--- src/rtl/mat_vec_mul_ctrl.sv ---
// GF(2^8) matrix-vector multiply sequencer.
// Streams one matrix word and its matching vector word per cycle, tracks each word
// through the RAM + gf_mul latency with a tag pipeline, XOR-reduces the lane
// products and writes one accumulated byte per matrix row.
module mat_vec_mul_ctrl #(
    parameter int MAT_ROW_SIZE = 8,
    parameter int MAT_COL_SIZE = 8,
    parameter int N_GF         = 8,
    parameter int RD_LAT       = 1,
    parameter int MUL_LAT      = 1,
    localparam int PROC_SIZE   = N_GF * 8,
    localparam int WPR         = MAT_COL_SIZE / N_GF,
    localparam int MAT_WORDS   = MAT_ROW_SIZE * WPR,
    localparam int PIPE        = RD_LAT + MUL_LAT,
    localparam int MAT_AW      = (MAT_WORDS > 1) ? $clog2(MAT_WORDS) : 1,
    localparam int VEC_AW      = (WPR > 1) ? $clog2(WPR) : 1,
    localparam int ROW_AW      = (MAT_ROW_SIZE > 1) ? $clog2(MAT_ROW_SIZE) : 1
) (
    input  logic                 i_clk,
    input  logic                 i_rst,
    input  logic                 i_start,
    output logic                 o_busy,
    output logic                 o_done,
    output logic                 o_mat_rd_en,
    output logic [MAT_AW-1:0]    o_mat_addr,
    output logic                 o_vec_rd_en,
    output logic [VEC_AW-1:0]    o_vec_addr,
    output logic                 o_mul_start,
    input  logic [PROC_SIZE-1:0] i_mul_out,
    output logic                 o_res_wr_en,
    output logic [ROW_AW-1:0]    o_res_addr,
    output logic [7:0]           o_res
);

    typedef enum logic [1:0] {IDLE, ISSUE, DRAIN, DONE} state_t;

    typedef struct packed {
        logic              valid;
        logic              first;
        logic              last;
        logic [ROW_AW-1:0] row;
    } tag_t;

    state_t            state, state_nx;
    tag_t              tags [PIPE];
    tag_t              tag_in, tag_out;
    logic              start_q, start_ok;
    logic [MAT_AW-1:0] word_cnt;
    logic [VEC_AW-1:0] col_cnt;
    logic [ROW_AW-1:0] row_cnt;
    logic              last_word, pipe_empty;
    logic [7:0]        lane_xor, acc, acc_nx;
    logic              res_wr_en;
    logic [ROW_AW-1:0] res_addr;
    logic [7:0]        res;

    // Start is edge-qualified so a level held across a whole run cannot retrigger.
    assign start_ok  = i_start & ~start_q;
    assign last_word = (word_cnt == MAT_AW'(MAT_WORDS - 1));
    assign tag_out   = tags[PIPE-1];

    // Previous-cycle copy of i_start for edge qualification.
    always_ff @(posedge i_clk) begin
        if (i_rst) start_q <= 1'b0;
        else       start_q <= i_start;
    end

    // State register.
    always_ff @(posedge i_clk) begin
        if (i_rst) state <= IDLE;
        else       state <= state_nx;
    end

    // Next-state logic and control outputs.
    always_comb begin
        state_nx    = state;
        o_busy      = (state != IDLE);
        o_done      = (state == DONE);
        o_mat_rd_en = (state == ISSUE);
        o_vec_rd_en = (state == ISSUE);
        case (state)
            IDLE:    if (start_ok) state_nx = ISSUE;
            ISSUE:   if (last_word) state_nx = DRAIN;
            DRAIN:   if (pipe_empty && res_wr_en) state_nx = DONE;
            DONE:    state_nx = IDLE;
            default: state_nx = IDLE;
        endcase
    end

    assign o_mat_addr = o_mat_rd_en ? word_cnt : '0;
    assign o_vec_addr = o_vec_rd_en ? col_cnt : '0;

    // Word / column / row counters; they hold on the final word instead of wrapping.
    always_ff @(posedge i_clk) begin
        if (i_rst || (state == IDLE && start_ok)) begin
            word_cnt <= '0;
            col_cnt  <= '0;
            row_cnt  <= '0;
        end else if (state == ISSUE && !last_word) begin
            word_cnt <= word_cnt + 1'b1;
            if (col_cnt == VEC_AW'(WPR - 1)) begin
                col_cnt <= '0;
                row_cnt <= row_cnt + 1'b1;
            end else begin
                col_cnt <= col_cnt + 1'b1;
            end
        end
    end

    // Tag describing the word issued this cycle.
    always_comb begin
        tag_in       = '0;
        tag_in.valid = (state == ISSUE);
        tag_in.first = (col_cnt == '0);
        tag_in.last  = (col_cnt == VEC_AW'(WPR - 1));
        tag_in.row   = row_cnt;
    end

    // Tag shift register spanning RAM read and multiply latency.
    always_ff @(posedge i_clk) begin
        if (i_rst) begin
            for (int unsigned i = 0; i < PIPE; i++) tags[i] <= '0;
        end else begin
            tags[0] <= tag_in;
            for (int unsigned i = 1; i < PIPE; i++) tags[i] <= tags[i-1];
        end
    end

    assign o_mul_start = tags[RD_LAT-1].valid;

    // Pipeline occupancy and byte-wide XOR reduction of the lane products.
    always_comb begin
        pipe_empty = 1'b1;
        for (int unsigned i = 0; i < PIPE; i++) begin
            if (tags[i].valid) pipe_empty = 1'b0;
        end
        lane_xor = '0;
        for (int unsigned i = 0; i < N_GF; i++) begin
            lane_xor = lane_xor ^ i_mul_out[i*8 +: 8];
        end
        acc_nx = tag_out.first ? lane_xor : (acc ^ lane_xor);
    end

    // Row accumulator and result write port.
    always_ff @(posedge i_clk) begin
        if (i_rst) begin
            acc       <= '0;
            res_wr_en <= 1'b0;
            res_addr  <= '0;
            res       <= '0;
        end else begin
            res_wr_en <= tag_out.valid & tag_out.last;
            if (tag_out.valid) begin
                acc <= acc_nx;
                if (tag_out.last) begin
                    res      <= acc_nx;
                    res_addr <= tag_out.row;
                end
            end
        end
    end

    assign o_res_wr_en = res_wr_en;
    assign o_res_addr  = res_addr;
    assign o_res       = res;

endmodule

--- config.mk ---
export PLATFORM = sky130hd
export DESIGN_NAME = mat_vec_mul_ctrl
export DESIGN_NICKNAME = d
export VERILOG_FILES = /design/src/rtl/mat_vec_mul_ctrl.sv
export SDC_FILE = /design/constraint.sdc
export NUM_CORES = 1
export LEC_CHECK = 0
export BUFFER_PORTS_ARGS = -buffer_cell sky130_fd_sc_hd__buf_2
export CAP_MARGIN = 20
export CORE_ASPECT_RATIO = 1.4
export CORE_MARGIN = 2
export CORE_UTILIZATION = 48
export DETAILED_ROUTE_END_ITERATION = 8
export GPL_TIMING_DRIVEN = 0
export PLACE_DENSITY = 0.76
export RECOVER_POWER = 50
export SETUP_SLACK_MARGIN = 0.3
export SLEW_MARGIN = 40
export SYNTH_ARGS = -nofsm -noshare
export SYNTH_HDL_FRONTEND = slang
export SYNTH_SLANG_ARGS = --single-unit
--- constraint.sdc ---
create_clock -name i_clk -period 2.4 [get_ports i_clk]
set_clock_uncertainty 0.1 [all_clocks]
set_input_delay 0 -clock i_clk [delete_from_list [all_inputs] [get_ports i_clk]]
set_output_delay 0 -clock i_clk [all_outputs]
set_load 0.02 [all_outputs]
======== After elaboration in Yosys (flattened, before gate mapping) ========
Memories as Yosys holds them, arrays and structs flattened.
Cells that the tools add are included.
storage, ports and cells
  memories kept ........................... 1
  memory bits (read-only) ................. 0
  bits in writable memories ............... 12
  bits in registers ....................... 30
  logic and storage cells ................. 59
  bits of input ports ..................... 67
  output and inout bits ................... 21
  latch bits .............................. 0
memory list
  memory  words  bits a word  read ports  clocked after Yosys merged registers in  wr ports  line  text
  tags    2      6            2           0                                        2         45    tag_t tags [PIPE];
operators by class
  bitwise operators ....................... 14
  $mul .................................... 0
  eq/ne operators ......................... 7
  muxes and demuxes ....................... 15
  reduce and logical (&&, ||, !) cells .... 10
  add/subtract/negate cells ............... 3
  $lt $le $gt $ge ......................... 0
  divide/modulo/power cells ............... 0
  shift operators ......................... 0
operators by type and width
  kind                                                                     number
  8-bit bitwise XOR                                                        8
  6-bit 2-to-1 mux                                                         2
  8-bit 2-to-1 mux                                                         1
  2-bit one-hot mux with 4 select lines                                    1
  1-bit 2-to-1 mux                                                         7
  3-bit by 1-bit adder with 3-bit output, second input constant            2
  2-bit 2-to-1 mux                                                         3
  2-bit == test, second input constant                                     2
  2-bit inequality test, second input constant                             2
  2-bit AND reduction                                                      2
  3-bit == test, second input constant                                     1
  1-bit logical AND                                                        3
  3-bit 2-to-1 mux                                                         1
  3-bit AND reduction                                                      1
  1-bit bitwise AND                                                        2
  2-bit by 1-bit == test with 1-bit output, second input constant          1
  2-bit zero test                                                          1
  2-bit by 1-bit inequality test with 1-bit output, second input constant  1
  1-bit NOT                                                                2
  1-bit OR                                                                 2
  2-bit nonzero test                                                       1
  1-bit adder, second input constant                                       1
  1-bit zero test                                                          1
  1-bit logical OR                                                         1

======== Logic depth before layout (Yosys ltp) ========
Gate-level depths: netlist of the first run.
  depth in word-level cells ............... 9
  mapped depth ............................ 7
  depth with buffers taken out ............ 6

======== Least setup slack after synthesis of the first run ========
Ideal clock, no wire load.
  path type ............................... register -> register
  start point ............................. reg state[1]
  end point ............................... reg state[1]
  setup time .............................. 128 ps
  arrival ................................. 1,565 ps
  data required time ...................... 2,172 ps
  buffers on the path ..................... 1
  clock period less this slack ............ 1,792 ps
  slack ................................... 608 ps
  stages on the path, launching flop included .. 8
  cell sequence ........................... dfxtp_1 > inv_1 > ha_1 > nor2b_1 > clkbuf_1 > a221oi_2 > mux2i_1 > nor2_1
between the ends
  longest elaborated chain between the ends .. 3
  elaborated cells on any way between the ends .. 9
  those cells by class .................... eq/ne (6); mux (1); reduce/logical (2)
RTL lines
  what                                                               line  text
  start, declared                                                    44    state_t state, state_nx;
  start signal, assigned                                             71    else state <= state_nx;
  2-bit by 1-bit == test with 1-bit output *                         --
  net o_mat_rd_en                                                    24    output logic o_mat_rd_en,
  2-bit by 1-bit inequality test with 1-bit output (no source line)  --
  3-bit AND reduction (no source line)                               --
The timed path passes the listed nets; every way through them passes the cells marked *.
A chain may end at the register's enable or synchronous reset.

==> key figures, run 1 <==
Run status
  – Outcome: finished clean

Final layout
  – Fill count: 439
  – Most frequent cells in the layout: 66 x buf_2, 39 x dfxtp_1, 35 x nand3_1
  – Commonest non-fill, non-tap cell in the layout: buf_2
  – ANT cells: 0
  – Layout net count: 401
  – Area Overhead vs Synth: 29.04%
  – Area of the multi-input gates: between 1000 and 1500 sq um
  – Reg area: just under 800 sq um
  – Fraction of layout cells with a size suffix above 1: 0.2439

Timing
  – FMAX: 531.0 MHz
  – Worst Tran Pin Value: between 0.6 and 0.7 ns
  – TNS Setup: 0 ns
  – Final worst slack: 0.5167 ns
  – Final min period: around 1.9 ns
  – RSZ-0062 raised after global routing: no
  – Final count of hold timing violations: 0
  – Relative slew margins: 0.5632
  – Setup-failing EPs final: 0
  – Tcrit/Tclk final: 0.7847
  – Final Max Tran Viols: 0

Yosys
  – Mapped Area: 2197 sq um
  – Yosys reg bits: 39
  – Syn avg cell area: 9.470 sq um
  – Area contributors post-synth: dfxtp_1 36%, xnor2_1 14%, xnor3_1 8.2%
  – Ys Warns: 0
  – Largest area contributor in the netlist: dfxtp_1
  – Yosys top cell area share: 0.3554
  – Syn Nets: 306
  – Sequential share of the synthesized area: 0.3554
  – Distinct cells, synth: 28
  – Cells after Synth: 232

Critical path
  – R2r setup slk: 0.52 ns
  – CP Launch Type: register
  – Worst Path Arrival: about 2 ns
  – RR Endpoint: o_res[1]
  – FF-to-FF path depth: 6
  – Critical Path Start: tags[0][10]
  – Crit path capture type: register
  – Crit Path Class: reg -> reg
  – Req. time, crit path: 2.53 ns
  – R2r startpoint: tags[0][10]
  – CP Max Fanout: 10
  – Crit path capture: o_res[1]

Floorplanning
  – I/O pin count: 88
  – Core Area: 4463 sq um
  – Die width: 61.18 um
  – Die Area: 5142 sq um
  – Starting Density: 0.4923
  – Rows: 29
  – Die Height: 84.05 um

Clock tree
  – TritonCTS clock tree: yes
  – Clock root buffer master: clkbuf_8
  – Worst skew pair latency: between 0.2 and 0.3 ns
  – Longest Clk Path Bufs: 2
  – Post-CTS setup buffers: 0
  – CTS resizes: 0
  – Htree depth: 2
  – Hold Buf Count CTS: 2
  – Number of CTS-inserted buffers: 5
  – Sink Count: 39
  – Clk pin slew, worst setup/hold paths: 0.08 ns

Drt
  – Post-Route WL: 4.774 mm
  – Vias: 1915
  – Final ANT Viol Nets: 0
  – Avg WL per Cell: approximately 12 um
  – DRC viols: 0
  – Violation count after the first detailed-route iteration: 46
  – Via/cell ratio: 4.910
  – DRT Pass-1 Iters: 4

Run
  – Max-cap violations: 0

Power
  – Lkg Pwr: 1.216 nW
  – Cell area power density: 714.9 nW/um^2
  – Power Total: 0.002027 W
  – Max VDD drop: 492.1 uV

GRT
  – Vias in the first global route: 1848
  – First-pass GRT wire length: 7.224 mm
  – Initial antenna violation count: 0
  – Largest net degree at the start of global routing: 14
  – GRT Residual Overflow: 0
  – GRT Total Usage: 0.1834

Place
  – DP HPWL: 3.644 mm
  – RePlAce Congestion: 0.8253
  – Port bufs: 86
  – Post-place setup slack: 0.5329 ns

Min path
  – Path type of the worst min-delay path: in -> reg
==> area by class of cell <==
type	instances	share of cell area
clock inverter	3	0.02383
tap	62	0.02736
buffer	12	0.02251
inverter	12	0.01589
sequential	39	0.2754
timing repair buffer	88	0.1500
multi-input combinational	169	0.4607
clock buffer	5	0.02427
==> layer usage <==
layer  part of all wire  GRT usage  vias up
li1                   -          -      975
met1               0.38     0.1681      867
met2               0.52     0.3414       64
met3              0.077    0.04496        9
met4              0.021    0.09881        0
met5                  0          0        -
==> report_power, final <==
| group | internal, W | switching (W) | total (W) |
|---|---|---|---|
| clock | 0.000415 | 0.000235 | 0.000649 |
| combinational | 0.000299 | 0.000327 | 0.000626 |
| sequential | 0.000709 | 0.0000426 | 0.000751 |
| total | 0.00142 | 0.000604 | 0.00203 |
==> kinds of logic after synthesis <==
| family | synth area share |
|---|---|
| fa+ha+maj | 0.03986 |
| mux | 0.01822 |
| xor+xnor | 0.2534 |
| simple gates | 0.2335 |
| other cells | 0.001707 |
| buf+inv | 0.05011 |
| flops | 0.3554 |
| compound gates | 0.04783 |
==> synth_stat cells <==
library cell,number
a21oi_1,3
a221oi_2,1
and2_1,3
and2b_2,1
buf_1,1
buf_2,1
buf_4,3
buf_6,1
clkbuf_1,6
conb_1,1
dfxtp_1,39
ha_1,7
inv_1,12
mux2i_1,4
nand2_1,6
nand2b_1,1
nand3_1,35
nor2_1,9
nor2b_1,19
nor3_1,2
o21ai_1,1
o311ai_1,8
or3_1,8
or3b_1,1
or4_1,8
xnor2_1,34
xnor3_1,8
xor2_1,9
==> worst min-delay path by stage <==
stage	startpoint	slack, ns	depth (start not counted)	to
after floorplan	i_start	0.03	1	start_q
after global placement	i_start	0.13	2	start_q
after detailed placement	i_start	0.14	2	start_q
after CTS	i_mul_out[18]	0.13	5	o_res[2]
after global routing	i_mul_out[23]	0.17	5	o_res[7]
final	i_mul_out[19]	0.13	5	o_res[3]
==> through the flow <==
step	instances	utilization	hold slack (ns)	area, sq um
detailed placement	380	0.6061	0.1374	2705
floorplan	232	-	0.02818	2197
CTS	390	0.6412	0.1278	2861
finish	390	0.6353	0.1276	2835
global placement	380	0.6061	0.1284	2705
global route	390	0.6353	0.1745	2835
==> sequential cells by signal (all words and copies together) (netlist names) <==
register,flops
word_cnt,3
state,2
o_res_wr_en,1
o_res,8
acc,8
o_res_addr,3
start_q,1
tags,10
row_cnt,3
==> critical path, cell delays in order (launching register included) <==
cell and delay (ns):
dfxtp_1 0.35, buf_4 0.18, nand2_1 0.08, clkbuf_1 0.24, nor2_1 0.57, nand3_1 0.18
nand3_1 0.12
(Power assumes the default switching activity.)
==> run 2: changes to the inputs <==
==> constraint.sdc (replaced) <==
create_clock -name i_clk -period 1.9 [get_ports i_clk]
set_clock_uncertainty 0.1 [all_clocks]
set_input_delay 0 -clock i_clk [delete_from_list [all_inputs] [get_ports i_clk]]
set_output_delay 0 -clock i_clk [all_outputs]
set_load 0.02 [all_outputs]
==> key figures, run 2 (synthesis results as in run 1) <==
Critical path
  – Worst Path Arrival: roughly 1.6 ns
  – RR Endpoint: state[1]
  – FF-to-FF path depth: 7
  – Crit path capture type: register
  – R2r startpoint: state[1]
  – Req. time, crit path: roughly 2.0 ns
  – Crit Path Class: reg -> reg
  – CP Max Fanout: 8
  – R2r setup slk: 0.33 ns
  – CP Launch Type: register

Power
  – Lkg Pwr: 1.266 nW
  – Cell area power density: 842.8 nW/um^2
  – Max VDD drop: between 700 and 800 uV

Final layout
  – Number of flip-flops in the largest register: 10
  – Area of the multi-input gates: 1360 sq um
  – Reg area: 789.5 sq um
  – Fill count: 406
  – Layout net count: 408
  – Finished Layout Cells: 397
  – Most frequent cells in the layout: 71 x buf_2, 35 x nand3_1, 34 x xnor2_1, 34 x dfxtp_1, 20 x clkbuf_1
  – Fraction of layout cells with a size suffix above 1: 0.3134
  – ANT cells: 0
  – Area Overhead vs Synth: 33.26%
  – Commonest non-fill, non-tap cell in the layout: buf_2
  – Final core occ: 0.6560
  – Largest register by flop count: tags

Drt
  – Violation count after the first detailed-route iteration: 31
  – DRT Pass-1 Iters: 4
  – DRC viols: 0
  – Final ANT Viol Nets: 0
  – Post-Route WL: 4.857 mm
  – Via/cell ratio: 4.929
  – Vias: 1957
  – Avg WL per Cell: 12.23 um

Clock tree
  – Longest Clk Path Bufs: 2
  – Htree depth: 2
  – Worst skew pair latency: 0.29 ns
  – Clk pin slew, worst setup/hold paths: 0.08 ns
  – TritonCTS clock tree: yes
  – Number of CTS-inserted buffers: 5
  – Sink Count: 39
  – Clock root buffer master: clkbuf_8

Floorplanning
  – Core Area: 4463 sq um
  – Die Height: between 80 and 90 um
  – Starting Density: 0.4923
  – I/O pin count: roughly 90
  – Rows: 29
  – Die width: 61.18 um
  – Die Area: 5142 sq um

GRT
  – Vias in the first global route: about 1800
  – First-pass GRT wire length: around 7.3 mm
  – Initial antenna violation count: 0
  – GRT Total Usage: 0.1866
  – GRT Residual Overflow: 0
  – Largest net degree at the start of global routing: 14

Place
  – DP HPWL: roughly 3.6 mm
  – Inst Count DP: 380
  – Post-place setup slack: about 0.053 ns
  – Port bufs: 86
  – RePlAce Congestion: 0.7884

Timing
  – FMAX: 636.5 MHz
  – RSZ-0062 raised after global routing: yes
  – Tcrit/Tclk final: 0.8269
  – Final worst slack: 0.3289 ns
  – Hold WS: 0.1263 ns
  – Final Max Tran Viols: 0
  – Final min period: 1.571 ns
  – Final count of hold timing violations: 0
  – Worst Tran Pin Value: roughly 0.52 ns
  – Setup-failing EPs final: 0
  – Relative slew margins: 0.6532
  – TNS Setup: 0 ns

Min path
  – Hold_sp: i_mul_out[21]
  – Path type of the worst min-delay path: in -> reg
  – Hold path depth: 5
  – Sink of the worst hold path: o_res[5]

Run status
  – Outcome: finished clean

Run
  – Max-cap violations: 0
run 2: power by group:
group | internal, W | switching (W) | leakage [nW] | total (W)
sequential | 0.000900 | 0.0000589 | 0.319 | 0.000959
combinational | 0.000490 | 0.000455 | 0.907 | 0.000945
clock | 0.000255 | 0.000308 | 0.0402 | 0.000564
total | 0.00165 | 0.000822 | 1.27 | 0.00247
run 2: how the worst max path moves through the flow:
stage / from / endpoint / slack [ns] / cells after the start
after floorplan: state[1] / state[1] / 0.30 / 7
after global placement: tags[0][10] / o_res[6] / 0.05 / 6
after detailed placement: tags[0][10] / o_res[1] / 0.05 / 6
after CTS: tags[0][10] / o_res[7] / 0.30 / 5
after global routing: state[1] / state[1] / 0.22 / 7
final: state[1] / state[1] / 0.33 / 7
run 2: what timing repair did:
action                                 CTS  global route
gates resized for setup                  8            15
setup endpoints to repair               11            15
hold buffers                             2             0
gates cloned                             0             0
endpoints found under the hold margin    5             0
pin swaps                                0             3
buffers inserted                         0             7
run 2: worst max-delay path: stages (launching register included):
cell	delay (ns)
dfxtp_2	0.36
inv_2	0.05
ha_1	0.20
nor2b_4	0.14
buf_8	0.13
a221oi_4	0.21
mux2i_1	0.21
nor2_1	0.05
run 2: through the flow:
stage               total power [W]  area (sq um)
floorplan                  0.001577          2213
global placement           0.001774          2721
detailed placement         0.001798          2721
CTS                        0.002396          2861
global route               0.002606          2928
finish                     0.002468          2928
run 2: cell type report:
class	count	area share
timing repair buffer	95	0.1654
sequential	39	0.2697
clock buffer	5	0.02350
multi-input combinational	169	0.4645
buffer	12	0.02821
tap	62	0.02650
clock inverter	3	0.006838
inverter	12	0.01538
run 2: metal layers:
metal | part of all wire | track usage
met1 | 0.39 | 0.1918
met2 | 0.54 | 0.3433
met3 | 0.064 | 0.04651
met4 | 0.0082 | 0.06522
met5 | 0 | 0
